<file path="config.mk">
export PLATFORM = sky130hd
export DESIGN_NAME = ram4k_arbiter
export DESIGN_NICKNAME = d
export VERILOG_FILES = /design/src/rtl/ram4k_arbiter.sv
export SDC_FILE = /design/constraint.sdc
export NUM_CORES = 1
export LEC_CHECK = 0
export BUFFER_PORTS_ARGS = -buffer_cell sky130_fd_sc_hd__buf_2
export CORE_MARGIN = 4
export CORE_UTILIZATION = 47
export DETAILED_ROUTE_END_ITERATION = 8
export PLACE_DENSITY = 0.94
export RECOVER_POWER = 25
export SLEW_MARGIN = 20
export SYNTH_ARGS = -nofsm -noshare
export SYNTH_HDL_FRONTEND = slang
export SYNTH_SLANG_ARGS = --single-unit
</file>
<file path="constraint.sdc">
create_clock -name CLK -period 4.6 [get_ports CLK]
set_input_delay 0.69 -clock CLK [delete_from_list [all_inputs] [get_ports CLK]]
set_output_delay 0.69 -clock CLK [all_outputs]
set_load 0.05 [all_outputs]
</file>
<file path="src/rtl/ram4k_arbiter.sv">
// -----------------------------------------------------------------------------
// ram4k_arbiter
//
// Purpose:
//   Shares one single-port RAM4K (4096 x 16, combinational read, write on the
//   rising clock edge) between two requesters, A and B. At most one requester
//   is granted per cycle. When both request at once, a round-robin pointer
//   picks the winner. A one-cycle clear_start pulse starts a hardware zero-fill
//   of all 4096 words. The fill takes exactly 4096 cycles, and no requester is
//   granted while it runs.
//
// Ports:
//   CLK          in   1   system clock, rising-edge active
//   reset        in   1   asynchronous, active-high reset
//   a_req        in   1   requester A request, held until granted
//   a_we         in   1   requester A write (1) / read (0)
//   a_addr       in  12   requester A word address
//   a_wdata      in  16   requester A write data
//   a_gnt        out  1   requester A accepted this cycle (combinational)
//   a_rvalid     out  1   requester A read data valid (one cycle after grant)
//   a_rdata      out 16   requester A read data (held while a_rvalid=0)
//   b_*          --  --   same set of ports for requester B
//   clear_start  in   1   one-cycle pulse that requests a zero-fill
//   clear_busy   out  1   zero-fill in progress
//   mem_in       out 16   RAM4K write data
//   mem_load     out  1   RAM4K write enable
//   mem_address  out 12   RAM4K address
//   mem_out      in  16   RAM4K read data for mem_address
// -----------------------------------------------------------------------------
module ram4k_arbiter (
  input  logic        CLK,
  input  logic        reset,

  input  logic        a_req,
  input  logic        a_we,
  input  logic [11:0] a_addr,
  input  logic [15:0] a_wdata,
  output logic        a_gnt,
  output logic        a_rvalid,
  output logic [15:0] a_rdata,

  input  logic        b_req,
  input  logic        b_we,
  input  logic [11:0] b_addr,
  input  logic [15:0] b_wdata,
  output logic        b_gnt,
  output logic        b_rvalid,
  output logic [15:0] b_rdata,

  input  logic        clear_start,
  output logic        clear_busy,

  output logic [15:0] mem_in,
  output logic        mem_load,
  output logic [11:0] mem_address,
  input  logic [15:0] mem_out
);

  // ---------------------------------------------------------------------------
  // State encoding
  // ---------------------------------------------------------------------------
  localparam logic [0:0] ST_SERVE = 1'b0;
  localparam logic [0:0] ST_CLEAR = 1'b1;

  localparam logic [11:0] LAST_WORD = 12'hFFF;

  // Round-robin pointer values: the requester that wins a tie.
  localparam logic PTR_A = 1'b0;
  localparam logic PTR_B = 1'b1;

  // ---------------------------------------------------------------------------
  // Registers
  // ---------------------------------------------------------------------------
  logic [0:0]  r_state;
  logic [11:0] r_count;
  logic        r_ptr;
  logic        r_a_rvalid;
  logic        r_b_rvalid;
  logic [15:0] r_a_rdata;
  logic [15:0] r_b_rdata;

  // ---------------------------------------------------------------------------
  // Arbitration (combinational)
  // ---------------------------------------------------------------------------
  logic w_serve;       // SERVE state, not in reset, and no clear requested
  logic w_in_clear;    // zero-fill running and not in reset
  logic w_a_gnt;
  logic w_b_gnt;
  logic w_any_gnt;
  logic w_last_word;

  // A clear_start pulse takes priority over both requesters for its cycle.
  // Reset also blocks grants directly, so that none can appear while reset is
  // held, whatever the request inputs do.
  assign w_serve    = (r_state == ST_SERVE) && !reset && !clear_start;
  assign w_in_clear = (r_state == ST_CLEAR) && !reset;

  // A single requester always wins. When both request, the pointer decides.
  assign w_a_gnt   = w_serve && a_req && (!b_req || (r_ptr == PTR_A));
  assign w_b_gnt   = w_serve && b_req && (!a_req || (r_ptr == PTR_B));
  assign w_any_gnt = w_a_gnt || w_b_gnt;

  assign w_last_word = (r_count == LAST_WORD);

  assign a_gnt      = w_a_gnt;
  assign b_gnt      = w_b_gnt;
  assign clear_busy = (r_state == ST_CLEAR);

  assign a_rvalid = r_a_rvalid;
  assign b_rvalid = r_b_rvalid;
  assign a_rdata  = r_a_rdata;
  assign b_rdata  = r_b_rdata;

  // ---------------------------------------------------------------------------
  // RAM port mux
  // ---------------------------------------------------------------------------
  // NOTE: every output of this block gets a default first. If any path left
  // one of them unassigned, synthesis would infer a latch.
  always_comb begin
    mem_load    = 1'b0;
    mem_address = '0;
    mem_in      = '0;
    if (w_in_clear) begin
      mem_load    = 1'b1;
      mem_address = r_count;
      mem_in      = '0;
    end else if (w_a_gnt) begin
      mem_load    = a_we;
      mem_address = a_addr;
      mem_in      = a_wdata;
    end else if (w_b_gnt) begin
      mem_load    = b_we;
      mem_address = b_addr;
      mem_in      = b_wdata;
    end
  end

  // ---------------------------------------------------------------------------
  // Control state: FSM, clear counter, round-robin pointer
  // ---------------------------------------------------------------------------
  // NOTE: sequential state uses non-blocking assignments only. Every register
  // then samples values from before the edge, so the order of the statements
  // does not matter.
  always_ff @(posedge CLK or posedge reset) begin
    if (reset) begin
      r_state <= ST_SERVE;
      r_count <= '0;
      r_ptr   <= PTR_A;
    end else begin
      case (r_state)
        ST_SERVE: begin
          if (clear_start) begin
            r_state <= ST_CLEAR;
            r_count <= '0;
          end else if (w_any_gnt) begin
            // The winner goes to the back of the queue.
            r_ptr <= w_a_gnt ? PTR_B : PTR_A;
          end
        end
        ST_CLEAR: begin
          // clear_start has no effect here. The fill always runs to the last
          // word and then wraps the counter back to zero.
          r_count <= r_count + 12'd1;
          if (w_last_word) begin
            r_state <= ST_SERVE;
          end
        end
        default: begin
          r_state <= ST_SERVE;
          r_count <= '0;
        end
      endcase
    end
  end

  // ---------------------------------------------------------------------------
  // Read return path (latency 1)
  // ---------------------------------------------------------------------------
  // rvalid is high only in the cycle after a granted read. rdata captures
  // mem_out only on a granted read, so it holds its value between reads.
  always_ff @(posedge CLK or posedge reset) begin
    if (reset) begin
      r_a_rvalid <= 1'b0;
      r_b_rvalid <= 1'b0;
      r_a_rdata  <= '0;
      r_b_rdata  <= '0;
    end else begin
      r_a_rvalid <= w_a_gnt && !a_we;
      r_b_rvalid <= w_b_gnt && !b_we;
      if (w_a_gnt && !a_we) begin
        r_a_rdata <= mem_out;
      end
      if (w_b_gnt && !b_we) begin
        r_b_rdata <= mem_out;
      end
    end
  end

endmodule

</file>
==> results.txt <==
DR DRC count: 0
Synth Instances: 194
Die Wd: 79.7 um
Worst-case clock skew: 5.94 ps
Psw: 0.414 mW
Antenna violations before repair: 0
Vias per cell: 5.44
Placed cells: 391
# diodes: 0
Iter 0 DRT Violations: 157
CTS H-Tree Depth: 2
Vias: 2169
DRT Pass-1 Iters: 4
Critical path class: flip-flop to primary output
Final period util: 0.749
R2r setup slk: 2220 ps
Data required, critical path: 3910 ps
Reg2Reg Depth: 3
Vias in the first global route: 2110
Row cnt: 25
Power, Total: 1.12 mW
Skew-Pair Late Insertion Delay: 290 ps
Post-CTS Setup Bufs: 0
Comb pwr share: 0.289
Worst slew margin: -0.147
Hold bufs inserted after CTS: 0
Syn_area_per_cell: 12.4 um^2
Total grt overflow: 0
Post-synthesis sequential area ratio: 0.498
Layout cells sized above 1: 0.530
Critical path launch point: clear_busy$_DFF_PP0_
Worst VDD drop: 0.228 mV
R2R Path End: a_rdata[11]$_DFFE_PP0P_
Max FO, Critical Path: 30
Syn_nets: 274
Max Root-Sink Buffers: 2
Hold Crit Depth: 1
Starting Density: 0.498
Worst hold start: a_rdata[4]$_DFFE_PP0P_
DP HPWL: 5010 um
Largest net degree at the start of global routing: 49
Layout Utilization: 0.665
WHS Endpoint: a_rdata[4]$_DFFE_PP0P_
ANT nets after route: 0
First-pass GRT wire length: 10400 um
Synthesized area: 0.00241 mm^2
Crit end category: primary output
Final Cell Area: 0.00323 mm^2
Fmax: 0.290 GHz
Power per Cell Area: 348 mW/mm^2
Int Power: 0.707 mW
GRT Overall Usage: 0.205
Clock transition at path regs: 80 ps
Seq pwr share: 0.488
Pre-CTS WS: 1280 ps
Min-Delay Path Class: flip-flop to flip-flop
Net Sw Frac: 0.369
Area growth syn-to-layout: 33.6%
Yosys cell types: 36
Worst Max-Slew Pin Slew: 1720 ps
Fin nets: 411
Clock sink total: 48
Outcome: complete, but fails checks
Ranking of synthesized cells by area: dfrtp_1 50%, mux2_2 7.0%, a22o_1 5.8%
Core box area: 0.00485 mm^2
IO Port Bufs: 144
#FFs+latches synth: 48
Syn. warnings: 0
CP arrival: 2750 ps
Yosys top cell area share: 0.498
Hold_ws: 491 ps
Placer Congestion: 0.851
Hold Fails Final Rpt: 0
Lkg Pwr: 1.87 nW
Clock power frac: 0.223
TritonCTS clock tree: yes
Critical R2R Launch: r_ptr$_DFFE_PP0P_
Placed cell areas: 0.00314 mm^2
Min Tclk post-route: 3440 ps
WL final: 6550 um
Leading area contributor after synthesis: dfrtp_1
Worst Slack Setup Final: 1160 ps
Die Area: 0.00635 mm^2
Setup total negative slack: 0 ps
Worst setup SP type: flip-flop
CTS root buf: clkbuf_8
Die Y: 79.7 um
CTS buffer count: 5
Failing checks: capacitance limit, slew limit
WL per Instance: 16.4 um
RSZ-0062 raised after global routing: no
Num ports: 145
CTS resizes: 0
Max_cap viols: 1
Final Max Tran Viols: 49
Final setup vio count: 0
Non-Filler Instances: 399
[Yosys cell counts]
cell	instances
o211ai_1	4
and3_1	13
inv_1	4
nor3_1	1
buf_8	1
nor2b_1	2
mux2_2	15
nor2_1	1
o31ai_1	4
a21oi_1	3
a221o_1	13
dfrtp_1	48
nand4_1	5
and3b_1	1
clkbuf_2	1
nor3_4	1
buf_6	1
mux2_1	9
nand2b_1	3
o41ai_1	1
nor4_1	2
mux2i_1	3
a21boi_1	1
o311ai_0	1
nand3_1	4
and2_1	1
ha_1	1
a22o_1	16
buf_2	4
a31oi_1	1
nand4_4	1
nand2_1	7
mux2_4	9
o21ai_0	4
buf_4	2
clkbuf_1	6
[cell families (layout without fill, tap and decap cells)]
logic type / Yosys count / in the layout / synth area share
AO/OA/AOI/OAI: 48 / 48 / 0.164
adder cells (fa/ha/maj): 1 / 1 / 0.00518
buffers and inverters: 19 / 157 / 0.0430
flip-flops: 48 / 48 / 0.498
AND/OR/NAND/NOR: 42 / 42 / 0.109
multiplexers: 36 / 36 / 0.180
[how the worst max path moves through the flow]
stage,to,cells past startpoint,slack (ps)
after floorplan,mem_in[10],5,1800
after global placement,mem_address[8],6,1340
after detailed placement,mem_address[10],6,1280
after CTS,mem_address[9],5,1190
after global routing,mem_address[3],5,920
final,mem_address[9],5,1160
[power groups by stage]
stage	logic, mW	registers [mW]	clock network, mW
finish	0.324	0.548	0.250
global route	0.349	0.557	0.279
CTS	0.326	0.544	0.259
detailed placement	0.326	0.552	0
global placement	0.316	0.550	0
floorplan	0.226	0.549	0
[worst max-delay path, cell delays in order (launching register included)]
cell and delay, ps:
dfrtp_1 560, nor3_4 210, buf_4 230, and3_1 890, a221o_1 290, buf_2 270
[registers in the layout (all words and copies together), names as in the netlist]
signal / cells
b_rdata: 16
r_ptr: 1
a_rdata: 16
r_count: 12
a_rvalid: 1
clear_busy: 1
b_rvalid: 1
[placed cells by master (no fill, tap or decap), types with 2 or more instances in the layout]
cell	n
a22o_1	16
and3_1	13
nor2b_1	2
dfrtp_1	48
a221o_1	13
o211ai_1	4
mux2_2	15
mux2_1	9
o21ai_0	4
a21oi_1	3
inv_1	4
nand2_1	7
mux2i_1	3
nand4_1	5
mux2_4	9
clkbuf_8	6
nor4_1	2
nand2b_1	3
buf_2	143
o31ai_1	4
clkbuf_1	3
nand3_1	4
[per-layer routing]
layer,vias up,global-route usage,wire length [um]
met5,-,0,0
met4,0,0.0258,25
met3,4,0.0643,768
met2,130,0.354,3170
met1,1016,0.258,2580
li1,1019,-,-
[cell type report]
class,instances,area (um^2)
flip-flops and latches,48,1200
fillers,373,1620
multi-input cells,127,1110
well taps,67,83.8
repair buffers,145,727
clock buffers,8,90.1
inverters,4,15.0
No activity file was read; power rests on OpenSTA's default activity.
